`src/rtl/reorder_buffer_if.sv`:
```
// Reorder buffer interface: allocation, CDB, operand lookup, commit and store signals.
// The master side is the core pipeline; the slave side is the reorder buffer.
interface reorder_buffer_if #(
    parameter int ROB_TAG_LEN = 4,
    parameter int XLEN        = 32
);
    // Allocation from the issue stage
    logic                   alloc_enable;
    logic [4:0]             alloc_dest_reg;
    logic                   alloc_wr_mem;
    logic [XLEN-1:0]        alloc_value_in;
    logic                   alloc_value_in_valid;
    logic [ROB_TAG_LEN-1:0] alloc_store_dep;
    logic [2:0]             alloc_mem_size;
    logic                   alloc_halt;
    logic [ROB_TAG_LEN-1:0] alloc_tag;
    logic                   rob_full;

    // Pipeline flush
    logic                   squash;

    // Common data bus
    logic                   cdb_valid;
    logic [ROB_TAG_LEN-1:0] cdb_tag;
    logic [XLEN-1:0]        cdb_value;

    // Operand lookup
    logic [ROB_TAG_LEN-1:0] rs1_rob_tag;
    logic [ROB_TAG_LEN-1:0] rs2_rob_tag;
    logic [XLEN-1:0]        rs1_read_rob_value;
    logic [XLEN-1:0]        rs2_read_rob_value;
    logic                   rs1_rob_ready;
    logic                   rs2_rob_ready;

    // Commit
    logic                   wb_reg_wr_en_out;
    logic [4:0]             wb_reg_wr_idx_out;
    logic [XLEN-1:0]        wb_reg_wr_data_out;
    logic                   commit_valid;
    logic [ROB_TAG_LEN-1:0] commit_tag;
    logic                   store_en;
    logic [XLEN-1:0]        store_addr;
    logic [XLEN-1:0]        store_data;
    logic [2:0]             store_size;
    logic                   halt_out;

    modport master (
        output alloc_enable, alloc_dest_reg, alloc_wr_mem, alloc_value_in,
               alloc_value_in_valid, alloc_store_dep, alloc_mem_size, alloc_halt,
               squash, cdb_valid, cdb_tag, cdb_value, rs1_rob_tag, rs2_rob_tag,
        input  alloc_tag, rob_full, rs1_read_rob_value, rs2_read_rob_value,
               rs1_rob_ready, rs2_rob_ready, wb_reg_wr_en_out, wb_reg_wr_idx_out,
               wb_reg_wr_data_out, commit_valid, commit_tag, store_en, store_addr,
               store_data, store_size, halt_out
    );

    modport slave (
        input  alloc_enable, alloc_dest_reg, alloc_wr_mem, alloc_value_in,
               alloc_value_in_valid, alloc_store_dep, alloc_mem_size, alloc_halt,
               squash, cdb_valid, cdb_tag, cdb_value, rs1_rob_tag, rs2_rob_tag,
        output alloc_tag, rob_full, rs1_read_rob_value, rs2_read_rob_value,
               rs1_rob_ready, rs2_rob_ready, wb_reg_wr_en_out, wb_reg_wr_idx_out,
               wb_reg_wr_data_out, commit_valid, commit_tag, store_en, store_addr,
               store_data, store_size, halt_out
    );
endinterface

```
`src/rtl/reorder_buffer.sv`:
```
// Reorder buffer: circular FIFO of in-flight instructions that retires results in
// program order. Entry i carries tag i+1; tag 0 means "no ROB producer".
module reorder_buffer #(
    parameter int ROB_SIZE    = 8,
    parameter int ROB_TAG_LEN = 4,
    parameter int XLEN        = 32
) (
    input logic             clock,
    input logic             reset,
    reorder_buffer_if.slave rob
);
    localparam int PTR_W = (ROB_SIZE > 1) ? $clog2(ROB_SIZE) : 1;
    localparam int CNT_W = $clog2(ROB_SIZE + 1);

    typedef struct packed {
        logic                   valid;
        logic                   ready;       // result, or store address, is present
        logic                   is_store;
        logic                   is_halt;
        logic [4:0]             dest;
        logic [2:0]             mem_size;
        logic [XLEN-1:0]        value;       // result, or store effective address
        logic                   data_valid;  // store data present
        logic [XLEN-1:0]        data;
        logic [ROB_TAG_LEN-1:0] store_dep;
    } entry_t;

    entry_t            entries_q [ROB_SIZE];
    entry_t            entries_d [ROB_SIZE];
    logic [PTR_W-1:0]  head_q, head_d;
    logic [PTR_W-1:0]  tail_q, tail_d;
    logic [CNT_W-1:0]  count_q, count_d;
    logic              halt_q, halt_d;

    entry_t            head_e;
    entry_t            alloc_entry;
    logic              full;
    logic              alloc_fire;
    logic              commit_fire;
    logic              wb_fire;
    logic              store_fire;

    function automatic logic [PTR_W-1:0] ptr_inc(input logic [PTR_W-1:0] p);
        return (p == PTR_W'(ROB_SIZE - 1)) ? '0 : p + PTR_W'(1);
    endfunction

    function automatic logic [ROB_TAG_LEN-1:0] tag_of(input int idx);
        return ROB_TAG_LEN'(idx + 1);
    endfunction

    assign head_e      = entries_q[head_q];
    assign full        = (count_q == CNT_W'(ROB_SIZE));
    assign alloc_fire  = rob.alloc_enable && !full && !halt_q && !rob.squash;
    assign commit_fire = head_e.valid && head_e.ready &&
                         (!head_e.is_store || head_e.data_valid) &&
                         !rob.squash && !halt_q;
    assign wb_fire     = commit_fire && !head_e.is_store && !head_e.is_halt &&
                         (head_e.dest != 5'd0);
    assign store_fire  = commit_fire && head_e.is_store;

    // Build the entry written at the tail, capturing store data from the CDB if it arrives now.
    always_comb begin
        // NOTE: every field gets a default before any condition, so no path leaves a
        // variable unassigned and no latch is inferred.
        alloc_entry           = '0;
        alloc_entry.valid     = 1'b1;
        alloc_entry.ready     = rob.alloc_halt;
        alloc_entry.is_store  = rob.alloc_wr_mem;
        alloc_entry.is_halt   = rob.alloc_halt;
        alloc_entry.dest      = rob.alloc_dest_reg;
        alloc_entry.mem_size  = rob.alloc_mem_size;
        alloc_entry.store_dep = rob.alloc_store_dep;
        if (rob.alloc_wr_mem) begin
            if (rob.alloc_value_in_valid) begin
                alloc_entry.data       = rob.alloc_value_in;
                alloc_entry.data_valid = 1'b1;
            end else if (rob.cdb_valid && (rob.alloc_store_dep != '0) &&
                         (rob.alloc_store_dep == rob.cdb_tag)) begin
                alloc_entry.data       = rob.cdb_value;
                alloc_entry.data_valid = 1'b1;
            end
        end
    end

    // Next state: squash wins; otherwise apply CDB writeback, head retire and tail allocate.
    always_comb begin
        entries_d = entries_q;
        head_d    = head_q;
        tail_d    = tail_q;
        count_d   = count_q;
        halt_d    = halt_q;
        if (rob.squash) begin
            for (int i = 0; i < ROB_SIZE; i++) begin
                entries_d[i] = '0;
            end
            head_d  = '0;
            tail_d  = '0;
            count_d = '0;
        end else begin
            if (rob.cdb_valid) begin
                for (int i = 0; i < ROB_SIZE; i++) begin
                    if (entries_q[i].valid && (rob.cdb_tag == tag_of(i))) begin
                        entries_d[i].value = rob.cdb_value;
                        entries_d[i].ready = 1'b1;
                    end
                    if (entries_q[i].valid && entries_q[i].is_store &&
                        !entries_q[i].data_valid &&
                        (entries_q[i].store_dep == rob.cdb_tag)) begin
                        entries_d[i].data       = rob.cdb_value;
                        entries_d[i].data_valid = 1'b1;
                    end
                end
            end
            if (commit_fire) begin
                entries_d[head_q] = '0;
                head_d            = ptr_inc(head_q);
                if (head_e.is_halt) begin
                    halt_d = 1'b1;
                end
            end
            if (alloc_fire) begin
                entries_d[tail_q] = alloc_entry;
                tail_d            = ptr_inc(tail_q);
            end
            case ({alloc_fire, commit_fire})
                2'b10:   count_d = count_q + CNT_W'(1);
                2'b01:   count_d = count_q - CNT_W'(1);
                default: count_d = count_q;
            endcase
        end
    end

    // State register: entries, pointers, occupancy and sticky halt.
    always_ff @(posedge clock or posedge reset) begin
        if (reset) begin
            // NOTE: the entry array is cleared in full, not only its valid bits, so the
            // read ports and commit outputs show zeros straight out of reset.
            for (int i = 0; i < ROB_SIZE; i++) begin
                entries_q[i] <= '0;
            end
            head_q  <= '0;
            tail_q  <= '0;
            count_q <= '0;
            halt_q  <= 1'b0;
        end else begin
            // NOTE: non-blocking updates make every register sample pre-edge values;
            // the combinational blocks above use blocking assignments.
            entries_q <= entries_d;
            head_q    <= head_d;
            tail_q    <= tail_d;
            count_q   <= count_d;
            halt_q    <= halt_d;
        end
    end

    // Allocation status and commit outputs, driven straight from the head entry.
    always_comb begin
        rob.alloc_tag          = tag_of(int'(tail_q));
        rob.rob_full           = full;
        rob.halt_out           = halt_q;
        rob.commit_valid       = commit_fire;
        rob.commit_tag         = commit_fire ? tag_of(int'(head_q)) : '0;
        rob.wb_reg_wr_en_out   = wb_fire;
        rob.wb_reg_wr_idx_out  = wb_fire ? head_e.dest : 5'd0;
        rob.wb_reg_wr_data_out = wb_fire ? head_e.value : '0;
        rob.store_en           = store_fire;
        rob.store_addr         = store_fire ? head_e.value : '0;
        rob.store_data         = store_fire ? head_e.data : '0;
        rob.store_size         = store_fire ? head_e.mem_size : 3'd0;
    end

    // Operand lookup with same-cycle CDB bypass; tag 0 never matches an entry.
    always_comb begin
        rob.rs1_read_rob_value = '0;
        rob.rs1_rob_ready      = 1'b0;
        rob.rs2_read_rob_value = '0;
        rob.rs2_rob_ready      = 1'b0;
        for (int i = 0; i < ROB_SIZE; i++) begin
            if (rob.rs1_rob_tag == tag_of(i)) begin
                rob.rs1_read_rob_value = entries_q[i].value;
                rob.rs1_rob_ready      = entries_q[i].valid && entries_q[i].ready;
            end
            if (rob.rs2_rob_tag == tag_of(i)) begin
                rob.rs2_read_rob_value = entries_q[i].value;
                rob.rs2_rob_ready      = entries_q[i].valid && entries_q[i].ready;
            end
        end
        if (rob.cdb_valid && (rob.rs1_rob_tag != '0) && (rob.rs1_rob_tag == rob.cdb_tag)) begin
            rob.rs1_read_rob_value = rob.cdb_value;
            rob.rs1_rob_ready      = 1'b1;
        end
        if (rob.cdb_valid && (rob.rs2_rob_tag != '0) && (rob.rs2_rob_tag == rob.cdb_tag)) begin
            rob.rs2_read_rob_value = rob.cdb_value;
            rob.rs2_rob_ready      = 1'b1;
        end
    end
endmodule

```
`src/flat_wrapper.sv`:
```
// flat-port wrapper written by rule: the top's interface ports become plain ports
module reorder_buffer_flat 
#(
    parameter int ROB_SIZE    = 8,
    parameter int ROB_TAG_LEN = 4,
    parameter int XLEN        = 32
)
  (clock, reset, rob_alloc_enable, rob_alloc_dest_reg, rob_alloc_wr_mem, rob_alloc_value_in, rob_alloc_value_in_valid, rob_alloc_store_dep, rob_alloc_mem_size, rob_alloc_halt, rob_squash, rob_cdb_valid, rob_cdb_tag, rob_cdb_value, rob_rs1_rob_tag, rob_rs2_rob_tag, rob_alloc_tag, rob_rob_full, rob_rs1_read_rob_value, rob_rs2_read_rob_value, rob_rs1_rob_ready, rob_rs2_rob_ready, rob_wb_reg_wr_en_out, rob_wb_reg_wr_idx_out, rob_wb_reg_wr_data_out, rob_commit_valid, rob_commit_tag, rob_store_en, rob_store_addr, rob_store_data, rob_store_size, rob_halt_out);
  reorder_buffer_if #(.ROB_TAG_LEN(ROB_TAG_LEN), .XLEN(XLEN)) rob_i ();
  input logic clock;
  input logic reset;
  input wire logic [$bits(rob_i.alloc_enable)-1:0] rob_alloc_enable;
  input wire logic [$bits(rob_i.alloc_dest_reg)-1:0] rob_alloc_dest_reg;
  input wire logic [$bits(rob_i.alloc_wr_mem)-1:0] rob_alloc_wr_mem;
  input wire logic [$bits(rob_i.alloc_value_in)-1:0] rob_alloc_value_in;
  input wire logic [$bits(rob_i.alloc_value_in_valid)-1:0] rob_alloc_value_in_valid;
  input wire logic [$bits(rob_i.alloc_store_dep)-1:0] rob_alloc_store_dep;
  input wire logic [$bits(rob_i.alloc_mem_size)-1:0] rob_alloc_mem_size;
  input wire logic [$bits(rob_i.alloc_halt)-1:0] rob_alloc_halt;
  input wire logic [$bits(rob_i.squash)-1:0] rob_squash;
  input wire logic [$bits(rob_i.cdb_valid)-1:0] rob_cdb_valid;
  input wire logic [$bits(rob_i.cdb_tag)-1:0] rob_cdb_tag;
  input wire logic [$bits(rob_i.cdb_value)-1:0] rob_cdb_value;
  input wire logic [$bits(rob_i.rs1_rob_tag)-1:0] rob_rs1_rob_tag;
  input wire logic [$bits(rob_i.rs2_rob_tag)-1:0] rob_rs2_rob_tag;
  output wire logic [$bits(rob_i.alloc_tag)-1:0] rob_alloc_tag;
  output wire logic [$bits(rob_i.rob_full)-1:0] rob_rob_full;
  output wire logic [$bits(rob_i.rs1_read_rob_value)-1:0] rob_rs1_read_rob_value;
  output wire logic [$bits(rob_i.rs2_read_rob_value)-1:0] rob_rs2_read_rob_value;
  output wire logic [$bits(rob_i.rs1_rob_ready)-1:0] rob_rs1_rob_ready;
  output wire logic [$bits(rob_i.rs2_rob_ready)-1:0] rob_rs2_rob_ready;
  output wire logic [$bits(rob_i.wb_reg_wr_en_out)-1:0] rob_wb_reg_wr_en_out;
  output wire logic [$bits(rob_i.wb_reg_wr_idx_out)-1:0] rob_wb_reg_wr_idx_out;
  output wire logic [$bits(rob_i.wb_reg_wr_data_out)-1:0] rob_wb_reg_wr_data_out;
  output wire logic [$bits(rob_i.commit_valid)-1:0] rob_commit_valid;
  output wire logic [$bits(rob_i.commit_tag)-1:0] rob_commit_tag;
  output wire logic [$bits(rob_i.store_en)-1:0] rob_store_en;
  output wire logic [$bits(rob_i.store_addr)-1:0] rob_store_addr;
  output wire logic [$bits(rob_i.store_data)-1:0] rob_store_data;
  output wire logic [$bits(rob_i.store_size)-1:0] rob_store_size;
  output wire logic [$bits(rob_i.halt_out)-1:0] rob_halt_out;
  assign rob_i.alloc_enable = rob_alloc_enable;
  assign rob_i.alloc_dest_reg = rob_alloc_dest_reg;
  assign rob_i.alloc_wr_mem = rob_alloc_wr_mem;
  assign rob_i.alloc_value_in = rob_alloc_value_in;
  assign rob_i.alloc_value_in_valid = rob_alloc_value_in_valid;
  assign rob_i.alloc_store_dep = rob_alloc_store_dep;
  assign rob_i.alloc_mem_size = rob_alloc_mem_size;
  assign rob_i.alloc_halt = rob_alloc_halt;
  assign rob_i.squash = rob_squash;
  assign rob_i.cdb_valid = rob_cdb_valid;
  assign rob_i.cdb_tag = rob_cdb_tag;
  assign rob_i.cdb_value = rob_cdb_value;
  assign rob_i.rs1_rob_tag = rob_rs1_rob_tag;
  assign rob_i.rs2_rob_tag = rob_rs2_rob_tag;
  assign rob_alloc_tag = rob_i.alloc_tag;
  assign rob_rob_full = rob_i.rob_full;
  assign rob_rs1_read_rob_value = rob_i.rs1_read_rob_value;
  assign rob_rs2_read_rob_value = rob_i.rs2_read_rob_value;
  assign rob_rs1_rob_ready = rob_i.rs1_rob_ready;
  assign rob_rs2_rob_ready = rob_i.rs2_rob_ready;
  assign rob_wb_reg_wr_en_out = rob_i.wb_reg_wr_en_out;
  assign rob_wb_reg_wr_idx_out = rob_i.wb_reg_wr_idx_out;
  assign rob_wb_reg_wr_data_out = rob_i.wb_reg_wr_data_out;
  assign rob_commit_valid = rob_i.commit_valid;
  assign rob_commit_tag = rob_i.commit_tag;
  assign rob_store_en = rob_i.store_en;
  assign rob_store_addr = rob_i.store_addr;
  assign rob_store_data = rob_i.store_data;
  assign rob_store_size = rob_i.store_size;
  assign rob_halt_out = rob_i.halt_out;
  reorder_buffer #(.ROB_SIZE(ROB_SIZE), .ROB_TAG_LEN(ROB_TAG_LEN), .XLEN(XLEN)) u_core (.clock(clock), .reset(reset), .rob(rob_i));
endmodule
```
`config.mk`:
```
export PLATFORM = sky130hd
export DESIGN_NAME = reorder_buffer_flat
export DESIGN_NICKNAME = d
export VERILOG_FILES = /design/src/rtl/reorder_buffer_if.sv /design/src/rtl/reorder_buffer.sv /design/src/flat_wrapper.sv
export SDC_FILE = /design/constraint.sdc
export NUM_CORES = 2
export LEC_CHECK = 0
export CORE_MARGIN = 5
export CORE_UTILIZATION = 33
export CTS_BUF_LIST = sky130_fd_sc_hd__clkbuf_4 sky130_fd_sc_hd__clkbuf_8
export DETAILED_ROUTE_END_ITERATION = 10
export DONT_BUFFER_PORTS = 1
export PLACE_DENSITY_LB_ADDON = 0.3
export SETUP_SLACK_MARGIN = 0.3
export SLEW_MARGIN = 25
export SYNTH_ARGS = -nofsm -noshare
export SYNTH_HDL_FRONTEND = slang
export SYNTH_SLANG_ARGS = --single-unit
export TNS_END_PERCENT = 30
```
`constraint.sdc`:
```
create_clock -name clock -period 22.8 [get_ports clock]
set_clock_uncertainty 0.05 [all_clocks]
set_input_delay 4.56 -clock clock [delete_from_list [all_inputs] [get_ports clock]]
set_output_delay 4.56 -clock clock [all_outputs]
set_load 0.01 [all_outputs]
```
==> run_results.csv <==
group,metric,value,unit
setup_path,path_max_fanout,44,
outcome,outcome,"complete, no violations",
routing,dr.pass1.iters,11,
cts,cts-root-buf,"clkbuf_8",
setup_path,critPathLaunchType,"primary input",
timing,grt_setup_unrepaired,"no",
final_layout,final_util,36.4,%
grt,overflow,0,
synthesis,avgSynthCellArea,8.97,sq um
timing,period_needed,12.00,ns
routing,viasPerCell,6.38,
synthesis,synth-seq-area-share,43.1,%
synthesis,netlist_instances,4262,
cts,cts_buffer_depth,3,
power_and_ir_drop,p_per_area,61.8,nW/um^2
floorplan,die_w,350,um
synthesis,syn-num-nets,4364,
final_layout,finalNetCount,4112,
synthesis,synth_edf_count,0,
run,cap_violations,0,
floorplan,die_area,123000,sq um
cts,cts_max_level,3,
cts,clock-sinks,659,
setup_path,rr_worst_depth,13,
routing,drtIter0Drc,5316,
routing,drcViolationCount,0,
synthesis,ys.flop_type,"dfrtp_1",
final_layout,layout-drive-gt1-share,12.4,%
grt,grt_first_pass_wirelength,252000,um
synthesis,syn_area,38200,sq um
cts,clock_latency,0.80,ns
setup_path,worstSetupPathType,"in -> out",
routing,finalWirelength,176000,um
cts,cts_resized,0,
cts,path_clk_slew,0.06,ns
place,gp_congestion,0.896,
synthesis,ys_warn_count,0,
routing,drtAntennaViolNets,0,
timing,finalSetupViolCount,0,
routing,num_vias,35800,
cts,cts_tree,"built",
timing,worst_slack,10.80,ns
setup_path,slowest_stage,"o21ai_0",
cts,post_cts_buffers,0,
final_layout,layout_common_cells,"656 x dfrtp_1, 614 x nand2_1, 432 x a21oi_1, 367 x nor2_1, 330 x mux2i_1",
worst_hold_path,hold_path_class,"reg -> reg",
place,post-place-ws,11.15,ns
floorplan,ios,279,
timing,setup_tns,0,ns
synthesis,synth.distinct_cells,78,
setup_path,required,18.19,ns
floorplan,core_area,115000,sq um
cts,numCtsBuffers,112,
floorplan,rows,124,
timing,finalHoldViolations,0,
setup_path,crit_chain,"nor2b_1, and2_1, buf_4, a22oi_1, nand4_1, o21ai_0, o21ai_0",
timing,fmax,0.0833,GHz
place,io_buffers,0,
power_and_ir_drop,leakagePower,17.6,nW
cts,cts_hold_buffers,0,
grt,grt_usage,27.6,%
synthesis,synth-seq-cells,659,
place,dp_hpwl,104000,um
final_layout,final_common_cell,"dfrtp_1",
timing,max-slew-margin-rel,22.5,%
setup_path,crit_top_cell,"o21ai_0",
synthesis,synthArstFlopShare,100,%
setup_path,cp_data_arrival_time,7.39,ns
timing,drv_slew,0,
setup_path,worstSetupEndpointType,"primary output",
grt,grt_max_degree,167,
floorplan,die_y,350,um
routing,drt-wirelength-per-cell,31.4,um
grt,grt_pass1_vias,34300,
floorplan,initial_core_util,33.3,%
final_layout,area_delta_synth_final,9.25,%
worst_hold_path,hold_path_depth,2,
setup_path,cpPeakStageDelay,0.75,ns
grt,antenna_found_initial,6,
timing,worst_slew_pin_slew,1.15,ns
power_and_ir_drop,peakVddDrop,0.0423,mV
timing,fin_crit_sh,52.6,%
through the flow:
stage	hold slack (ns)	instances	area, sq um	total power, mW
5_1_grt	0.460	5613	41800	2.66
3_5_place_dp	0.416	5405	39200	1.41
2_1_floorplan	0.396	4262	38200	1.36
3_3_place_gp	0.418	5403	39200	1.41
4_1_cts	0.437	5607	41700	2.59
6_report	0.438	5615	41800	2.58
synthesized netlist by cell type, types with 52 or more instances:
cell | number | area (sq um)
mux2_2 | 111 | 1250
mux2i_1 | 330 | 3300
a22oi_1 | 157 | 1180
clkbuf_1 | 335 | 1260
dfrtp_1 | 659 | 16500
nor2_1 | 369 | 1390
a22o_1 | 61 | 534
o21ai_0 | 137 | 686
o22ai_1 | 294 | 1840
nor3_1 | 52 | 260
buf_2 | 69 | 345
nand2_1 | 621 | 2330
a21oi_1 | 433 | 2170
area by class of cell:
class / count / area (sq um)
antenna: 5 / 12.5
clock buffer: 188 / 2280
clock inverter: 14 / 161
fill: 11600 / 72900
inverter: 31 / 120
multi-input combinational: 3103 / 19900
sequential: 659 / 16500
tap: 1512 / 1890
timing repair buffer: 103 / 882
cell families (layout without fill, tap and decap cells):
logic type / Yosys count / after routing / synth area share (%)
AO/OA/AOI/OAI: 1309 / 1309 / 22.0
XOR/XNOR: 46 / 46 / 1.05
adder cells (fa/ha/maj): 6 / 6 / 0.196
buffers and inverters: 500 / 336 / 5.35
flip-flops: 659 / 659 / 43.1
multiplexers: 479 / 479 / 14.2
other: 0 / 5 / 0
AND/OR/NAND/NOR: 1263 / 1263 / 14.1
path summary, 6_finish.rpt:
kind	from	to	slack [ns]
min reg2reg	u_core.entries_q[644]$_DFF_PP0_	u_core.entries_q[644]$_DFF_PP0_	0.44
max in group asynchronous	reset	u_core.entries_q[305]$_DFF_PP0_	15.74
max reg2reg	u_core.head_q[0]$_DFFE_PP0P_	u_core.entries_q[206]$_DFF_PP0_	16.47
max	rob_rs1_rob_tag[0]	rob_rs1_read_rob_value[1]	10.80
min in group asynchronous	reset	u_core.entries_q[587]$_DFF_PP0_	3.78
min	u_core.entries_q[644]$_DFF_PP0_	u_core.entries_q[644]$_DFF_PP0_	0.44
report_power, final:
group	switching [mW]	total [mW]	internal [mW]
Sequential	0.0123	1.19	1.18
Combinational	0.155	0.207	0.0519
Clock	0.533	1.18	0.652
Total	0.700	2.58	1.88
registers in the layout, summed over array words and instances, names as in the netlist:
register,count
u_core.entries_q,648
u_core.count_q,4
u_core.head_q,3
u_core.tail_q,3
u_core.rob.halt_out,1
metal layers:
layer / vias up / track usage [%] / share of wire (%) / wire, um
li1: 15000 / - / - / -
met4: 2 / 14.1 / 5.9 / 10300
met5: - / 0 / 0.0062 / 11
met2: 2488 / 40.9 / 43 / 75100
met1: 17800 / 36.4 / 39 / 69700
met3: 467 / 8.68 / 12 / 21300
critical path, delay by kind of cell:
kind                   cells  cell delay (ns)
buffers and inverters      1             0.42
AND/OR/NAND/NOR            3             1.22
AO/OA/AOI/OAI              3             1.09
No activity file was read; power rests on OpenSTA's default activity.
